[src/rtl/idma_desc64_stream_reshaper.sv]
// idma_desc64_stream_reshaper
//
// Collects a 256-bit desc64 descriptor that arrives as NumBeats beats of
// DataWidth bits. It reshapes the descriptor into an iDMA backend request and
// holds the result in a one-entry output register.
//
// Ports:
//   clk_i, rst_ni            clock, synchronous active-low reset
//   desc_valid_i/ready_o     descriptor beat handshake
//   desc_data_i              descriptor beat; the lowest descriptor word comes first
//   abort_i                  drops a partially received descriptor
//   req_valid_o/ready_i      request handshake
//   req_o                    reshaped request (bit layout is idma_req_t)
//   next_addr_o              descriptor next field
//   do_irq_o                 flags[0]
//   last_o                   next field is all ones (end of chain)
//   busy_o                   partial descriptor held or request pending
//
// Handshake rule for both ports: a transfer happens in a cycle where valid
// and ready are both high at the rising edge. Once valid is raised, the payload
// is held stable until that transfer.

package idma_desc64_stream_reshaper_pkg;

  typedef struct packed {
    logic [2:0]  src_max_llen;
    logic [2:0]  dst_max_llen;
    logic        src_reduce_len;
    logic        dst_reduce_len;
    logic        decouple_rw;
    logic        decouple_aw;
    logic [7:0]  axi_id;
    logic [2:0]  src_protocol;
    logic [2:0]  dst_protocol;
    logic [1:0]  src_burst;
    logic [3:0]  src_cache;
    logic        src_lock;
    logic [2:0]  src_prot;
    logic [3:0]  src_qos;
    logic [3:0]  src_region;
    logic [1:0]  dst_burst;
    logic [3:0]  dst_cache;
    logic        dst_lock;
    logic [2:0]  dst_prot;
    logic [3:0]  dst_qos;
    logic [3:0]  dst_region;
    logic [63:0] dst_addr;
    logic [63:0] src_addr;
    logic [31:0] length;
  } idma_req_t;

  localparam int unsigned ReqWidth = $bits(idma_req_t);

endpackage

module idma_desc64_stream_reshaper
  import idma_desc64_stream_reshaper_pkg::*;
#(
  parameter int unsigned DataWidth = 64,
  parameter bit          MaxLlenEn = 1'b1
) (
  input  logic                 clk_i,
  input  logic                 rst_ni,
  input  logic                 desc_valid_i,
  output logic                 desc_ready_o,
  input  logic [DataWidth-1:0] desc_data_i,
  input  logic                 abort_i,
  output logic                 req_valid_o,
  input  logic                 req_ready_i,
  output logic [ReqWidth-1:0]  req_o,
  output logic [63:0]          next_addr_o,
  output logic                 do_irq_o,
  output logic                 last_o,
  output logic                 busy_o
);

  localparam int unsigned NumBeats = 256 / DataWidth;
  localparam int unsigned CntW     = (NumBeats > 1) ? $clog2(NumBeats) : 1;
  localparam logic [CntW-1:0] LastBeat = CntW'(NumBeats - 1);

  logic [CntW-1:0] cnt_q;
  logic            req_valid_q;
  idma_req_t       req_q;
  logic [63:0]     next_q;
  logic            irq_q;
  logic            last_q;

  logic            is_final;
  logic            beat_fire;
  logic [255:0]    desc_full;
  logic [31:0]     flags;
  logic [63:0]     next_d;
  idma_req_t       req_d;

  assign is_final = (cnt_q == LastBeat);

  // The final beat can only be taken when the output register is free or
  // drains in the same cycle. Earlier beats only fill the assembly buffer.
  assign desc_ready_o = rst_ni & ~abort_i & (~is_final | ~req_valid_q | req_ready_i);
  assign beat_fire    = desc_valid_i & desc_ready_o;

  // Assembly buffer for all beats except the final one. The final beat goes
  // straight into the reshape logic, so a full descriptor never needs a
  // register stage of its own.
  if (NumBeats > 1) begin : g_buf
    logic [DataWidth-1:0] asm_q [NumBeats-1];

    always_ff @(posedge clk_i) begin
      if (beat_fire && !is_final) begin
        for (int i = 0; i < NumBeats - 1; i++) begin
          if (cnt_q == CntW'(i)) asm_q[i] <= desc_data_i;
        end
      end
    end

    always_comb begin
      desc_full = '0;
      for (int i = 0; i < NumBeats - 1; i++) begin
        desc_full[i*DataWidth +: DataWidth] = asm_q[i];
      end
      desc_full[256-DataWidth +: DataWidth] = desc_data_i;
    end
  end else begin : g_nobuf
    assign desc_full = desc_data_i;
  end

  // Word layout: w0 = {flags, length}, w1 = next, w2 = src, w3 = dst.
  assign flags  = desc_full[63:32];
  assign next_d = desc_full[127:64];

  always_comb begin
    req_d                = '0;
    req_d.length         = desc_full[31:0];
    req_d.src_addr       = desc_full[191:128];
    req_d.dst_addr       = desc_full[255:192];
    req_d.src_protocol   = flags[26:24];
    req_d.dst_protocol   = flags[29:27];
    req_d.axi_id         = flags[23:16];
    req_d.src_burst      = flags[2:1];
    req_d.dst_burst      = flags[4:3];
    req_d.src_cache      = flags[11:8];
    req_d.dst_cache      = flags[15:12];
    req_d.decouple_rw    = flags[5];
    req_d.decouple_aw    = flags[6];
    req_d.src_reduce_len = flags[7];
    req_d.dst_reduce_len = flags[7];
    req_d.src_max_llen   = {1'b0, flags[31:30]} & {3{MaxLlenEn}};
    req_d.dst_max_llen   = {1'b0, flags[31:30]} & {3{MaxLlenEn}};
  end

  always_ff @(posedge clk_i) begin
    if (!rst_ni) begin
      cnt_q       <= '0;
      req_valid_q <= 1'b0;
      req_q       <= '0;
      next_q      <= '0;
      irq_q       <= 1'b0;
      last_q      <= 1'b0;
    end else begin
      if (abort_i) begin
        cnt_q <= '0;
      end else if (beat_fire) begin
        cnt_q <= is_final ? '0 : cnt_q + 1'b1;
      end

      // A load in the same cycle as a drain keeps valid high with new contents.
      if (beat_fire && is_final) begin
        req_valid_q <= 1'b1;
        req_q       <= req_d;
        next_q      <= next_d;
        irq_q       <= flags[0];
        last_q      <= &next_d;
      end else if (req_ready_i) begin
        req_valid_q <= 1'b0;
      end
    end
  end

  assign req_valid_o = req_valid_q;
  assign req_o       = req_q;
  assign next_addr_o = next_q;
  assign do_irq_o    = irq_q;
  assign last_o      = last_q;
  assign busy_o      = req_valid_q | (cnt_q != '0);

endmodule

[config.mk]
export PLATFORM = sky130hd
export DESIGN_NAME = idma_desc64_stream_reshaper
export DESIGN_NICKNAME = d
export VERILOG_FILES = /design/src/rtl/idma_desc64_stream_reshaper.sv
export SDC_FILE = /design/constraint.sdc
export NUM_CORES = 1
export LEC_CHECK = 0
export BUFFER_PORTS_ARGS = -buffer_cell sky130_fd_sc_hd__clkbuf_2
export CAP_MARGIN = 20
export CELL_PAD_IN_SITES_DETAIL_PLACEMENT = 1
export CELL_PAD_IN_SITES_GLOBAL_PLACEMENT = 2
export CORE_MARGIN = 3
export CORE_UTILIZATION = 34
export CTS_CLUSTER_SIZE = 30
export DETAILED_ROUTE_END_ITERATION = 8
export HOLD_SLACK_MARGIN = 0.02
export PLACE_DENSITY_LB_ADDON = 0.1
export SLEW_MARGIN = 40
export SYNTH_ARGS = -nofsm -noshare
export SYNTH_HDL_FRONTEND = slang
export SYNTH_SLANG_ARGS = --single-unit
[constraint.sdc]
create_clock -name clk_i -period 3.7 [get_ports clk_i]
set_input_delay 0 -clock clk_i [delete_from_list [all_inputs] [get_ports clk_i]]
set_output_delay 0 -clock clk_i [all_outputs]
set_load 0.02 [all_outputs]
==> impl_metrics.toml <==
[logic_synthesis]
ys_seq_area_share_pct = 68.9
synth.distinct_cells = 27
mappedNetlistArea_mm2 = 0.0159
ys_seq_elements = 452
synth.avg_cell_area_um2 = 11.5
ys_warn_count = 0
syn_inst = 1383

[cts]
hold_buffers = 68
cts_tree = "built"
clock_path_buffers = 3
cts_setup_buffers = 0
htree_levels = 2
ctsResizeCount = 0
clk_latency_ns = 0.57
numCtsBuffers = 48
cts-root-buf = "clkbuf_16"
cts_sinks = 452
clk_pin_slew_worst_paths_ns = 0.06

[floorplan]
fp.dieW_um = 222
die_y_um = 222
io_pins = 358
core_area_mm2 = 0.0459
start_util_pct = 34.7
rows = 78
die_area_mm2 = 0.0495

[sta]
rsz0062_at_grt = "false"
timing.fmax_mhz = 453
skew_ns = 0.0195
timing.setup.tns_ns = 0
finalCriticalPeriod_ns = 2.21
maxSlewViolCount = 0
relSlewSlack_pct = 44.6
finalCritPeriodShare_pct = 59.7
hold_violations = 0
tightest_slew_ns = 0.831
timing.hold.ws_ns = 0.207
fin_ws_ns = 1.49
finalSetupViolCount = 0

[power_and_ir_drop]
power_density_mw_per_mm2 = 515
p_leak_nw = 7.52
power.total_mw = 10.4
vdd_ir_drop_max_uv = 353

[min_path]
holdCritStartpoint = "desc_data_i[10]"
holdPathStages = 2
worstHoldPathType = "primary input to register"

[finish]
final_cell_mix = "nand2_1, clkbuf_2, dfxtp_1"
final_util_pct = 44.0
diodes = 0
postLayoutCellArea_mm2 = 0.0202
fin_nets = 1828
n_fill_cell = 5047
final_common_cell = "nand2_1"
area_growth_pct = 26.7
multi_input_area_mm2 = 0.00429
layout-drive-gt1-share_pct = 23.5
final-instance-count-excl-fill = 2393
regArea_mm2 = 0.0110

[routing]
avgViaCountPerCell = 4.68
drc = 0
num_vias = 11199
routedWlPerCell_um = 19.2
wirelength_mm = 46.0
dr.pass1.iters = 4
antenna_left = 0
drtIter0Drc = 518

[setup_path]
crit_top_cell = "nand2_1"
crit_type = "register to register"
cp.arrival_ns = 2.68
cp-end-kind = "register"
rr_worst_depth = 6
rr_startpoint = "cnt_q[0]"
required_ns = 4.17
critPathLaunch = "cnt_q[0]"
start_kind = "register"
path_max_fanout = 42
crit_chain = "ha_1 > nand2_1 > or3_4 > buf_4 > nand2_1 > a21boi_0"
slowest_delay_ns = 0.52
slowest_stage = "buf_4"

[placed_design]
hpwl_mm = 29.6
postPlaceCellArea_mm2 = 0.0179
pre_cts_slack_ns = 1.47
gp_congestion = 0.691
placedCellCount = 2237
io_buffers = 331

[job]
maxCapViolations = 0

[global_route]
grt_pass1_wl_mm = 70.2
grt-ovfl-total = 0
globalRouteTotalUtil_pct = 18.1
grt_max_degree = 143
grt_antenna_before_repair = 0
first_global_vias = 11584

[run_status]
status = "finished clean"
## metal layers
metal	GRT usage (%)	up-vias	wire [um]
met1	22.6	5534	19600
li1	-	5338	-
met4	4.90	0	1110
met3	5.69	75	3210
met5	0	-	0
met2	30.4	252	22100
## critical path, delay by kind of cell, from the launching register on
| kind | cells | cell delay (ns) |
|---|---|---|
| adders and majority gates | 1 | 0.25 |
| and+or+nand+nor | 3 | 0.74 |
| AOI/OAI and AO/OA | 1 | 0.20 |
| buffers and inverters | 1 | 0.52 |
| DFF | 1 | 0.35 |
## flip-flops by register name, indices dropped and copies added (netlist names)
register and flops:
req_o 191, last_o 1, req_valid_o 1, next_addr_o 64, do_irq_o 1, cnt_q 2
g_buf.asm_q 192
## Yosys cell counts
| cell | instances | area share, % |
|---|---|---|
| nand2_1 | 513 | 12 |
| dfxtp_1 | 260 | 33 |
| a21boi_1 | 240 | 11 |
| edfxtp_1 | 192 | 36 |
| clkbuf_1 | 32 | 0.75 |
| buf_4 | 31 | 1.5 |
| buf_6 | 27 | 1.9 |
| buf_2 | 25 | 0.79 |
| a21boi_0 | 17 | 0.80 |
| nand4_1 | 17 | 0.67 |
| ha_1 | 4 | 0.31 |
| nor4_1 | 4 | 0.16 |
| and3_1 | 3 | 0.12 |
| a21oi_1 | 2 | 0.063 |
| inv_1 | 2 | 0.047 |
| nor2_1 | 2 | 0.047 |
| nor2b_1 | 2 | 0.079 |
| a211oi_1 | 1 | 0.047 |
| and2b_1 | 1 | 0.047 |
| conb_1 | 1 | 0.024 |
| mux2i_1 | 1 | 0.063 |
| nand2b_1 | 1 | 0.039 |
| nand2b_4 | 1 | 0.086 |
| nor3_4 | 1 | 0.10 |
| o21a_1 | 1 | 0.047 |
| o21ai_0 | 1 | 0.031 |
| or3_1 | 1 | 0.039 |
## worst paths after layout
kind	endpoint	slack (ns)
worst max-delay path	req_o[159]	1.49
worst min-delay path	g_buf.asm_q[2][10]	0.21
worst max register to register	req_o[159]	1.49
worst min register to register	req_o[109]	0.45
## layout make-up
type                    instances  area share (%)
clock buffers                  67            7.01
clock inverters                21           0.942
inverters                       2          0.0372
multi-input cells             839            21.3
flip-flops and latches        452            54.4
well taps                     600            3.72
repair buffers                412            12.7
## power by group
group	total (mW)	internal, mW	switching (mW)
clock	4.88	2.92	1.95
combinational	0.288	0.125	0.164
sequential	5.23	5.23	0.00922
total	10.4	8.28	2.12
## cells by family after synthesis
family,count (synthesis),synth area share (%)
multiplexers,1,0.0628
AO/OA/AOI/OAI,262,12.3
other,1,0.0235
buffers and inverters,117,4.96
adder cells (fa/ha/maj),4,0.314
AND/OR/NAND/NOR,546,13.5
flip-flops,452,68.9
Note: power is estimated with default switching activity, not from simulation.
